### config.mk
export PLATFORM = sky130hd
export DESIGN_NAME = traffic_intersection_ctrl
export DESIGN_NICKNAME = d
export VERILOG_FILES = /design/src/rtl/traffic_intersection_ctrl.sv
export SDC_FILE = /design/constraint.sdc
export NUM_CORES = 1
export LEC_CHECK = 0
export BUFFER_PORTS_ARGS = -buffer_cell sky130_fd_sc_hd__clkbuf_2
export CAP_MARGIN = 20
export CORE_MARGIN = 5
export CORE_UTILIZATION = 53
export DETAILED_ROUTE_END_ITERATION = 7
export PLACE_DENSITY_LB_ADDON = 0.2
export SETUP_SLACK_MARGIN = 0.05
export SLEW_MARGIN = 20
export SYNTH_ARGS = -nofsm -noshare
export SYNTH_HDL_FRONTEND = slang
export SYNTH_SLANG_ARGS = --single-unit
### constraint.sdc
create_clock -name clk -period 2.3 [get_ports clk]
set_input_delay 0.345 -clock clk [delete_from_list [all_inputs] [get_ports clk]]
set_output_delay 0.345 -clock clk [all_outputs]
set_load 0.02 [all_outputs]
### src/rtl/traffic_intersection_ctrl.sv
// traffic_intersection_ctrl: two-way intersection light sequencer with pedestrian walk phase and flashing mode
module traffic_intersection_ctrl #(
  parameter int GREEN_T = 8,
  parameter int YELLOW_T = 3,
  parameter int ALLRED_T = 2,
  parameter int WALK_T = 6,
  parameter int FLASH_HALF = 4,
  parameter int CNT_W = 8
) (
  input logic clk,
  input logic reset,
  input logic enable,
  input logic ped_req,
  output logic ns_red,
  output logic ns_yellow,
  output logic ns_green,
  output logic ew_red,
  output logic ew_yellow,
  output logic ew_green,
  output logic walk,
  output logic [2:0] phase,
  output logic ped_pending
);
  typedef enum logic [2:0] {
    ALL_RED_A = 3'd0,
    NS_GREEN = 3'd1,
    NS_YELLOW = 3'd2,
    ALL_RED_B = 3'd3,
    EW_GREEN = 3'd4,
    EW_YELLOW = 3'd5,
    PED_WALK = 3'd6,
    FLASH = 3'd7
  } state_t;
  state_t state, state_n, seq;
  logic [CNT_W-1:0] cnt, cnt_n, dwell;
  logic flash, flash_n, pend_n, done;
  always_ff @(posedge clk) begin
    if (reset) begin
      state <= ALL_RED_A;
      cnt <= '0;
      flash <= 1'b0;
      ped_pending <= 1'b0;
    end else begin
      state <= state_n;
      cnt <= cnt_n;
      flash <= flash_n;
      ped_pending <= pend_n;
    end
  end
  always_comb begin
    seq = ALL_RED_A;
    case (state)
      ALL_RED_A: seq = NS_GREEN;
      NS_GREEN: seq = NS_YELLOW;
      NS_YELLOW: seq = ALL_RED_B;
      ALL_RED_B: seq = EW_GREEN;
      EW_GREEN: seq = EW_YELLOW;
      EW_YELLOW: seq = ped_pending ? PED_WALK : ALL_RED_A;
      default: seq = ALL_RED_A;
    endcase
    dwell = (state == NS_GREEN || state == EW_GREEN) ? CNT_W'(GREEN_T - 1) :
            (state == NS_YELLOW || state == EW_YELLOW) ? CNT_W'(YELLOW_T - 1) :
            (state == PED_WALK) ? CNT_W'(WALK_T - 1) :
            (state == FLASH) ? CNT_W'(FLASH_HALF - 1) : CNT_W'(ALLRED_T - 1);
    done = cnt == dwell;
    state_n = !enable ? FLASH : (state == FLASH) ? ALL_RED_A : done ? seq : state;
    cnt_n = (state_n != state || done) ? '0 : cnt + 1'b1;
    flash_n = (state_n != FLASH) ? 1'b0 : (state != FLASH) ? 1'b1 : done ? ~flash : flash;
    pend_n = ((state_n == PED_WALK && state != PED_WALK) || (state_n == FLASH && state != FLASH)) ? 1'b0 :
             (ped_req && state != PED_WALK && state != FLASH) ? 1'b1 : ped_pending;
  end
  assign ns_green = state == NS_GREEN;
  assign ns_yellow = state == NS_YELLOW || (state == FLASH && flash);
  assign ns_red = !(state == NS_GREEN || state == NS_YELLOW || state == FLASH);
  assign ew_green = state == EW_GREEN;
  assign ew_yellow = state == EW_YELLOW || (state == FLASH && flash);
  assign ew_red = !(state == EW_GREEN || state == EW_YELLOW || state == FLASH);
  assign walk = state == PED_WALK;
  assign phase = state;
endmodule

==> out/summary.txt, run 1 <==
=====================================================================================
Status                                                                   complete, no violations
Yosys warnings                                                                      0
Proportion of synthesized chip area in sequential cells                         0.313
Required time of the worst setup path                                         2.49 ns
Number of nets in the final layout                                                128
Number of standard-cell rows in the floorplan                                      14
Fmax                                                                          461 MHz
Arrival time worst endpoint                                                   2.36 ns
Maximum level of the CTS H-tree                                                     1
Leakage power                                                             0.000404 µW
Global placer's final weighted congestion                                       0.845
Final Hold Vio Count                                                                0
Total congestion overflow                                                           0
Via count of the first global-routing pass                                        723
Pre-CTS setup slack                                                          0.132 ns
Syn_area_per_cell                                                            7.92 µm²
Root Driver                                                              sky130_fd_sc_hd__clkbuf_4
Final cell utilization of the core                                              0.647
Final setup skew                                                           0.00593 ns
TritonCTS clock tree                                                            built
Die Height                                                                    49.6 µm
Number of buffers inserted by port buffering                                       14
Setup Total Neg Slack                                                            0 ns
CP Capture Type                                                             flip-flop
Cts hold-fix bufs                                                                   0
Fraction of synthesized cell area taken by the top area cell type               0.313
Count of routing violations after the opening detailed-route iteration             40
Tightest Hold Check Type                                                    in -> reg
Peak fanout along the critical path                                                 7
Count of final setup violators                                                      0
Die Outline Area                                                             2460 µm²
Remaining number of nets flagged by the antenna check after routing                 0
Count of TritonRoute iterations in the first routing pass                           4
Max-Cap Viols                                                                       0
Core Region                                                                  1510 µm²
Setup repair after global routing missed its margin                             false
Count of antenna diodes in the layout                                               0
Cell taking the most area after synthesis                                sky130_fd_sc_hd__dfxtp_1
Vias per cell                                                                    5.84
Final clock period utilization by the worst path                                0.943
Total I/O pin count                                                                15
Normalized max-slew margin                                                      0.755
TritonCTS buffer count                                                              3
Crit Path Class                                                            reg -> reg
Final HPWL DP                                                                 1360 µm
Starting density of the core                                                    0.552
Count of mapped cells out of synthesis                                            105
Clock insertion delay at the later pin of the skew report                     0.28 ns
Clock-pin transition on the worst setup and hold timing paths                 0.09 ns
Period minus WS final                                                         2.17 ns
Transition time of the tightest slew-check pin                               0.363 ns
Fraction of final layout cells with drive strength greater than 1               0.279
Worst Hold Slack                                                             0.327 ns
Global-route total usage across every layer                                     0.157
Global-route wire length before repair                                        3110 µm
Number of standard cells in the final layout excluding fillers                    138
Total power per unit cell area                                             821 nW/µm²
Maximum number of pins on one net before global-route repair                       16
Net count of the mapped netlist                                                   110
Area overhead of the layout relative to synthesis                               17.1%
Cells resized by post-CTS repair                                                    0
Post-CTS setup-driven buffer insertion count                                        0
Mean routed wirelength per cell                                               13.6 µm
Post-synthesis cell area                                                      832 µm²
Leading post-synthesis cells by cell area                                sky130_fd_sc_hd__dfxtp_1 31%, sky130_fd_sc_hd__nor2_1 6.3%, sky130_fd_sc_hd__xor2_1 5.3%
Antenna violations before repair                                                    0
Critical path launch point type                                             flip-flop
Final worst-path setup slack                                                 0.132 ns
Die Wd                                                                        49.6 µm
Maximum VDD drop                                                             0.554 mV
Number of cells in the design after placement                                     134
Final wirelength                                                              1880 µm
Via count                                                                         806
CTS sink count                                                                     13
Remaining DRCs                                                                      0
Maximum clock path buffer count                                                     2
Fin. max-slew vios                                                                  0
Count of cell types in the netlist                                                 37
Post-synthesis sequential element count                                            13
=====================================================================================
-- area by class of cell --
type	count	area [µm²]
fillers	146	532
clock buffers	3	22.5
well taps	16	20.0
repair buffers	20	115
inverters	6	22.5
clock inverters	1	5.00
multi-input cells	79	529
flip-flops and latches	13	260
-- power breakdown --
group / total, µW / switching, µW / internal (µW)
logic: 383 / 230 / 153
clock network: 145 / 80.1 / 64.5
registers: 273 / 26.0 / 247
-- stage by stage --
step           area (µm²)  total power [µW]
2_1_floorplan         847               568
3_3_place_gp          942               646
3_5_place_dp          942               651
4_1_cts               970               796
5_1_grt               975               850
6_report              975               801
-- cell families after synthesis --
family,Yosys count,synth area share
flops,13,0.313
buf+inv,13,0.0707
compound gates,21,0.194
xor+xnor,10,0.114
simple gates,47,0.293
fa+ha+maj,1,0.0150
-- critical path, cell delays in order (launching register included) --
cell and delay, ns:
sky130_fd_sc_hd__dfxtp_1 0.35, sky130_fd_sc_hd__or3b_1 0.38, sky130_fd_sc_hd__or4b_4 0.53, sky130_fd_sc_hd__a22oi_4 0.23
sky130_fd_sc_hd__and2_4 0.23, sky130_fd_sc_hd__xnor2_1 0.08, sky130_fd_sc_hd__a311oi_2 0.28
-- Yosys cell counts --
master / instances
sky130_fd_sc_hd__nor2_1: 14
sky130_fd_sc_hd__dfxtp_1: 13
sky130_fd_sc_hd__nand2_1: 7
sky130_fd_sc_hd__nand3_1: 7
sky130_fd_sc_hd__nor3_1: 5
sky130_fd_sc_hd__xor2_1: 5
sky130_fd_sc_hd__a21oi_1: 4
sky130_fd_sc_hd__a31oi_1: 4
sky130_fd_sc_hd__clkbuf_1: 4
sky130_fd_sc_hd__inv_1: 4
sky130_fd_sc_hd__xnor2_1: 4
sky130_fd_sc_hd__or3_1: 3
sky130_fd_sc_hd__a211o_1: 2
sky130_fd_sc_hd__and3_1: 2
sky130_fd_sc_hd__buf_2: 2
sky130_fd_sc_hd__inv_2: 2
sky130_fd_sc_hd__nor3b_1: 2
sky130_fd_sc_hd__o21ai_0: 2
sky130_fd_sc_hd__a211oi_1: 1
sky130_fd_sc_hd__a21boi_1: 1
sky130_fd_sc_hd__a22oi_4: 1
sky130_fd_sc_hd__a311oi_2: 1
sky130_fd_sc_hd__and2_4: 1
sky130_fd_sc_hd__and3b_1: 1
sky130_fd_sc_hd__buf_6: 1
sky130_fd_sc_hd__ha_1: 1
sky130_fd_sc_hd__nand2b_1: 1
sky130_fd_sc_hd__nor2b_1: 1
sky130_fd_sc_hd__o211ai_1: 1
sky130_fd_sc_hd__o21ai_1: 1
sky130_fd_sc_hd__o22ai_1: 1
sky130_fd_sc_hd__o2bb2ai_1: 1
sky130_fd_sc_hd__o311a_1: 1
sky130_fd_sc_hd__or2_2: 1
sky130_fd_sc_hd__or3b_1: 1
sky130_fd_sc_hd__or4b_4: 1
sky130_fd_sc_hd__xor2_2: 1
-- sequential cells by signal, summed over array words and instances (netlist names) --
name / flops
phase: 3
cnt: 8
flash: 1
ped_pending: 1
-- layout by cell type (no fill, tap or decap), types with 2 or more instances in the layout --
cell                        n
sky130_fd_sc_hd__buf_4      6
sky130_fd_sc_hd__and3_1     2
sky130_fd_sc_hd__a21oi_1    4
sky130_fd_sc_hd__nand3_1    7
sky130_fd_sc_hd__nor3_1     5
sky130_fd_sc_hd__inv_2      2
sky130_fd_sc_hd__inv_1      4
sky130_fd_sc_hd__xnor2_1    4
sky130_fd_sc_hd__or3_1      2
sky130_fd_sc_hd__a31oi_1    4
sky130_fd_sc_hd__clkbuf_2  14
sky130_fd_sc_hd__dfxtp_1   13
sky130_fd_sc_hd__clkbuf_4   3
sky130_fd_sc_hd__nand2_1    7
sky130_fd_sc_hd__xor2_1     5
sky130_fd_sc_hd__nor2_1    14
sky130_fd_sc_hd__a211o_1    2
sky130_fd_sc_hd__o21ai_0    2
-- routing by layer --
layer  global-route usage  wire (µm)  vias up  part of all wire
met3               0.0331        126        6             0.067
li1                     -          -      400                 -
met5                    0          0        -                 0
met2                0.244        849       34              0.45
met4               0.0524         33        0             0.018
met1                0.213        872      366              0.46
-- worst paths after layout --
kind	cells after the start	start	slack (ns)	to
setup / recovery	6	cnt[6]$_SDFF_PP0_	0.13	flash$_SDFFE_PP0P_
hold / removal	2	reset	0.33	ped_pending$_SDFFE_PP0P_
setup reg to reg	6	cnt[6]$_SDFF_PP0_	0.13	flash$_SDFFE_PP0P_
hold reg to reg	2	cnt[0]$_SDFF_PP0_	0.54	cnt[0]$_SDFF_PP0_
Note: power is estimated with default switching activity, not from simulation.
==> run 2: changes to the inputs <==
--- a/config.mk
+++ b/config.mk
@@ -10,9 +10,9 @@
 export CORE_MARGIN = 5
 export CORE_UTILIZATION = 53
 export DETAILED_ROUTE_END_ITERATION = 7
-export PLACE_DENSITY_LB_ADDON = 0.2
+export PLACE_DENSITY = 0.79
 export SETUP_SLACK_MARGIN = 0.05
-export SLEW_MARGIN = 20
+export SLEW_MARGIN = 10
 export SYNTH_ARGS = -nofsm -noshare
 export SYNTH_HDL_FRONTEND = slang
 export SYNTH_SLANG_ARGS = --single-unit
==> run 2 against run 1 <==
Clock power decreased by 6%. Sequential cell count unchanged. Setup slack improved by 0.046 ns. Global-route usage increased by 0.35 points. Utilization increased by 0.25 points. Non-clock buffer count unchanged. Final cell count unchanged. Clock skew decreased by 0.0039 ns. Design area increased by 0.39%. Hold slack improved by 0.010 ns. Wire length decreased by 4.7%. Critical path type unchanged. Critical endpoint unchanged. Highest routed layer unchanged.
==> out/summary.txt, run 2 (same netlist as run 1, synthesis figures left out) <==
=====================================================================================
Tightest Hold Check Type                                                    in -> reg
Fin. max-slew vios                                                                  0
Part of the total power dissipated in sequential elements                       0.338
Remaining DRCs                                                                      0
Maximum level of the CTS H-tree                                                     1
Via count of the first global-routing pass                                        722
Maximum number of pins on one net before global-route repair                       17
Logic pwr share                                                                 0.488
Number of standard-cell rows in the floorplan                                      14
Highest-count cells in the layout ignoring fill and taps                 14 x sky130_fd_sc_hd__nor2_1, 14 x sky130_fd_sc_hd__clkbuf_2, 13 x sky130_fd_sc_hd__dfxtp_1
Total congestion overflow                                                           0
Int Pwr                                                                        468 µW
Post-CTS setup-driven buffer insertion count                                        0
Worst Hold Slack                                                             0.337 ns
CTS sink count                                                                     13
Switching part of the total power                                               0.407
Global-route wire length before repair                                        3150 µm
Final wirelength                                                              1790 µm
Critical path launch point type                                             flip-flop
Period minus WS final                                                         2.12 ns
Global placer's final weighted congestion                                       0.848
Fraction of final layout cells with drive strength greater than 1               0.279
Peak fanout along the critical path                                                 7
Crit Path Class                                                            reg -> reg
TritonCTS buffer count                                                              3
Clock share of power                                                            0.174
Count of TritonRoute iterations in the first routing pass                           4
CP Capture Type                                                             flip-flop
Number of buffers inserted by port buffering                                       14
Die Height                                                                    49.6 µm
Number of nets in the final layout                                                128
Global-route total usage across every layer                                     0.160
Max-Cap Viols                                                                       0
Count of routing violations after the opening detailed-route iteration             18
Count of antenna diodes in the layout                                               0
Total design power                                                             790 µW
Max reg flops                                                                       8
Total power per unit cell area                                             808 nW/µm²
Largest reg by FF count                                                           cnt
Final HPWL DP                                                                 1390 µm
Setup repair after global routing missed its margin                             false
Core Region                                                                  1510 µm²
Final cell utilization of the core                                              0.650
Count of final setup violators                                                      0
Final clock period utilization by the worst path                                0.923
Setup Total Neg Slack                                                            0 ns
Switching pwr                                                                  322 µW
Total I/O pin count                                                                15
Maximum VDD drop                                                             0.546 mV
Normalized max-slew margin                                                      0.773
Starting density of the core                                                    0.552
Cts hold-fix bufs                                                                   0
Antenna violations before repair                                                    0
Status                                                                   complete, no violations
Maximum clock path buffer count                                                     2
Die Wd                                                                        49.6 µm
Required time of the worst setup path                                         2.49 ns
Die Outline Area                                                             2460 µm²
Arrival time worst endpoint                                                   2.31 ns
Final setup skew                                                           0.00200 ns
Remaining number of nets flagged by the antenna check after routing                 0
Root Driver                                                              sky130_fd_sc_hd__clkbuf_4
Clock insertion delay at the later pin of the skew report                     0.27 ns
Final Hold Vio Count                                                                0
Transition time of the tightest slew-check pin                               0.337 ns
Fmax                                                                          471 MHz
TritonCTS clock tree                                                            built
Clock-pin transition on the worst setup and hold timing paths                 0.07 ns
Mean routed wirelength per cell                                               13.0 µm
Vias per cell                                                                    5.59
Final design instance area without fill                                       978 µm²
Instance area after placement                                                 942 µm²
Area overhead of the layout relative to synthesis                               17.6%
Leakage power                                                             0.000403 µW
Via count                                                                         772
=====================================================================================
==> run 2: cell types whose count changed in the layout (fill, tap and decap cells not counted) <==
| cell | previous run | this run |
|---|---|---|
| sky130_fd_sc_hd__clkinv_2 | 1 | 0 |
| sky130_fd_sc_hd__nor3_2 | 0 | 1 |
| sky130_fd_sc_hd__clkbuf_1 | 0 | 1 |
| sky130_fd_sc_hd__nor3_1 | 5 | 4 |
==> run 2: power by group through the flow <==
stage               clock [µW]  combinational [µW]  sequential, µW
detailed placement           0                 381             271
global route               155                 425             271
global placement             0                 377             271
CTS                        143                 381             267
finish                     137                 386             267
floorplan                    0                 285             283
==> run 2: repair_timing <==
action	4_1_cts	5_1_grt
setup endpoints to repair	0	9
endpoints found under the hold margin	0	0
gates resized for setup	0	2
==> run 2: cell type report <==
type	instances	area [µm²]
multi-input cells	79	534
fillers	125	528
flip-flops and latches	13	260
repair buffers	20	115
clock buffers	4	26.3
inverters	6	22.5
well taps	16	20.0
==> run 2: worst paths after layout <==
check	start	to	slack (ns)	depth (start not counted)
max	cnt[6]$_SDFF_PP0_	flash$_SDFFE_PP0P_	0.18	6
min	reset	ped_pending$_SDFFE_PP0P_	0.34	2
max reg2reg	cnt[6]$_SDFF_PP0_	flash$_SDFFE_PP0P_	0.18	6
min reg2reg	cnt[7]$_SDFF_PP0_	cnt[7]$_SDFF_PP0_	0.53	2
==> run 2: worst max-delay path: stages (launching register included) <==
cell and delay (ns):
sky130_fd_sc_hd__dfxtp_1 0.34, sky130_fd_sc_hd__or3b_1 0.38, sky130_fd_sc_hd__or4b_4 0.53, sky130_fd_sc_hd__a22oi_4 0.24
sky130_fd_sc_hd__and2_4 0.22, sky130_fd_sc_hd__xnor2_1 0.08, sky130_fd_sc_hd__a311oi_2 0.25
==> run 2: per-stage QoR <==
step	setup slack [ns]	cells
floorplan	0.0545	105
global placement	0.163	134
detailed placement	0.110	134
CTS	0.0908	138
global route	0.103	138
finish	0.178	138
==> run 2: metal layers <==
metal	vias to the layer above	GRT usage	part of all wire
li1	398	-	-
met1	345	0.194	0.43
met2	25	0.258	0.50
met3	4	0.0331	0.051
met4	0	0.0917	0.023
met5	-	0	0
==> run 3: changes to the inputs <==
==> constraint.sdc (replaced) <==
create_clock -name clk -period 2.1 [get_ports clk]
set_input_delay 0.315 -clock clk [delete_from_list [all_inputs] [get_ports clk]]
set_output_delay 0.315 -clock clk [all_outputs]
set_load 0.02 [all_outputs]
==> run 3 against run 2 <==
Setup slack worse by 0.12 ns. Clock-buffer cell count unchanged. Highest routed layer unchanged. Critical path depth up 1. Clock skew up 0.0069 ns. Via count up 8.9%. Critical path type unchanged.
==> out/summary.txt, run 3 (same netlist as run 1, synthesis figures left out) <==
=====================================================================================
Transition time of the tightest slew-check pin                               0.386 ns
Final HPWL DP                                                                 1430 µm
Clock insertion delay at the later pin of the skew report                     0.29 ns
Tightest Hold Check Type                                                    in -> reg
Worst reg-to-reg path cell count                                                    7
Largest delay share family, worst path                                   simple AND/OR/NAND/NOR gates
Status                                                                   complete, no violations
Critical path buffer and inverter count                                             1
Endpoint of the lowest-slack register-to-register path                   ped_pending$_SDFFE_PP0P_
Most Crowded Layer GR                                                            met2
Maximum level of the CTS H-tree                                                     1
Remaining DRCs                                                                      0
Total congestion overflow                                                           0
Leakage power                                                             0.000418 µW
Critical path's slowest cell                                             sky130_fd_sc_hd__or4b_4
Die Wd                                                                        49.6 µm
Max reg flops                                                                       8
Count of routing violations after the opening detailed-route iteration             40
Period minus WS final                                                         2.04 ns
Final wirelength                                                              2070 µm
Fin. max-slew vios                                                                  0
Die Height                                                                    49.6 µm
Peak fanout along the critical path                                                 5
Clock-pin transition on the worst setup and hold timing paths                 0.09 ns
Critical path launch point type                                             flip-flop
Normalized max-slew margin                                                      0.740
Worst Hold Slack                                                             0.287 ns
Via count of the first global-routing pass                                        742
Mean routed wirelength per cell                                               14.8 µm
Required time of the worst setup path                                         2.28 ns
Max-Cap Viols                                                                       0
CP cell instances                                                        or3b_1 -> or4b_4 -> a22oi_4 -> buf_4 -> nand3_1 -> o21ai_1 -> a211oi_1
Count of antenna diodes in the layout                                               0
Area overhead of the layout relative to synthesis                               21.2%
Global-route total usage across every layer                                     0.172
Logic pwr share                                                                 0.488
Clock share of power                                                            0.180
CTS sink count                                                                     13
Total power per unit cell area                                             910 nW/µm²
TritonCTS clock tree                                                            built
Global-route wire length before repair                                        3410 µm
Switching part of the total power                                               0.423
Met3 usage in global routing                                                   0.0361
Final Hold Vio Count                                                                0
Setup repair after global routing missed its margin                              true
Via count                                                                         841
Int Pwr                                                                        530 µW
Number of standard-cell rows in the floorplan                                      14
Crit path largest cell delay                                                  0.50 ns
Count of final setup violators                                                      0
Setup Total Neg Slack                                                            0 ns
Number of buffers inserted by port buffering                                       14
Fraction of met2 tracks used by global routing                                  0.263
Total design power                                                             918 µW
Root Driver                                                              sky130_fd_sc_hd__clkbuf_4
Vias per cell                                                                    6.01
Largest reg by FF count                                                           cnt
Number of nets in the final layout                                                130
Setup crit start                                                         cnt[6]$_SDFF_PP0_
Part of the total power dissipated in sequential elements                       0.332
CP Capture Type                                                             flip-flop
Antenna violations before repair                                                    0
Fmax                                                                          490 MHz
Met1 global-route usage                                                         0.242
Count of TritonRoute iterations in the first routing pass                           4
Reg2reg setup slack                                                           0.06 ns
Final design instance area without fill                                      1010 µm²
Final setup skew                                                           0.00888 ns
Worst Hold End                                                           phase[1]$_SDFF_PP0_
Arrival time worst endpoint                                                   2.22 ns
Total of fill cells in the finished design                                        114
Crit Path Class                                                            reg -> reg
Hold path depth                                                                     2
Remaining number of nets flagged by the antenna check after routing                 0
Global placer's final weighted congestion                                       0.852
Maximum number of pins on one net before global-route repair                       16
Worst reg2reg startpoint                                                 cnt[6]$_SDFF_PP0_
Core Region                                                                  1510 µm²
Maximum clock path buffer count                                                     2
Highest-count cells in the layout ignoring fill and taps                 14 x sky130_fd_sc_hd__nor2_1, 14 x sky130_fd_sc_hd__clkbuf_2, 9 x sky130_fd_sc_hd__dfxtp_1
Fraction of final layout cells with drive strength greater than 1               0.331
Start point of the worst min-delay path                                         reset
Instance area after placement                                                 957 µm²
Switching pwr                                                                  388 µW
Final clock period utilization by the worst path                                0.972
Maximum VDD drop                                                             0.507 mV
TritonCTS buffer count                                                              3
Starting density of the core                                                    0.552
Cts hold-fix bufs                                                                   0
Total I/O pin count                                                                15
Die Outline Area                                                             2460 µm²
=====================================================================================
[run 3: cell count changes in the layout (fill, tap and decap cells not counted)]
cell,delta
sky130_fd_sc_hd__dfxtp_1,-4
sky130_fd_sc_hd__dfxtp_2,+3
sky130_fd_sc_hd__buf_4,+2
sky130_fd_sc_hd__dfxtp_4,+1
sky130_fd_sc_hd__xnor2_1,-1
sky130_fd_sc_hd__xnor2_2,+1
[run 3: per-layer routing]
metal,share of wire,routed length [µm],vias to the layer above
li1,-,-,402
met1,0.42,872,390
met2,0.48,990,47
met3,0.094,195,2
met4,0.0048,10,0
met5,0,0,-
[run 3: repair_timing]
item                                    in CTS  in global routing
setup buffers                                0                  1
pin swaps                                    0                  4
endpoints found under the setup margin       7                  4
gates resized for setup                      1                  2
[run 3: how the worst max path moves through the flow]
stage,end,slack [ns],cells past startpoint
after CTS,flash$_SDFFE_PP0P_,0.1,6
after detailed placement,cnt[3]$_SDFF_PP0_,0.05,6
final,ped_pending$_SDFFE_PP0P_,0.06,7
after floorplan,cnt[5]$_SDFF_PP0_,0.04,9
after global routing,flash$_SDFFE_PP0P_,-0.02,6
after global placement,cnt[5]$_SDFF_PP0_,0.09,6
[run 3: worst register-to-register path, stage by stage, from the launching register on]
cell and delay (ns):
sky130_fd_sc_hd__dfxtp_1 0.31, sky130_fd_sc_hd__or3b_1 0.36, sky130_fd_sc_hd__or4b_4 0.50, sky130_fd_sc_hd__a22oi_4 0.25
sky130_fd_sc_hd__buf_4 0.15, sky130_fd_sc_hd__nand3_1 0.07, sky130_fd_sc_hd__o21ai_1 0.19, sky130_fd_sc_hd__a211oi_1 0.10
[run 3: metrics by stage]
step | worst slack [ns] | std cells | utilization
after CTS | 0.0952 | 139 | 0.656
after floorplan | 0.0450 | 105 | -
final | 0.0591 | 140 | 0.669
after global placement | 0.0863 | 135 | 0.635
after global routing | -0.0217 | 140 | 0.669
after detailed placement | 0.0544 | 135 | 0.635
[run 3: final cells by class]
class	instances	area, µm²	share of cell area
clock buffers	4	26.3	0.0261
flip-flops and latches	13	268	0.266
multi-input cells	79	542	0.537
repair buffers	22	130	0.129
well taps	16	20.0	0.0199
inverters	6	22.5	0.0223
[run 3: power groups by stage]
stage | combinational [µW] | clock [µW] | sequential [µW]
finish | 448 | 165 | 305
global route | 486 | 178 | 310
CTS | 422 | 167 | 303
detailed placement | 415 | 0 | 309
global placement | 405 | 0 | 308
floorplan | 323 | 0 | 314
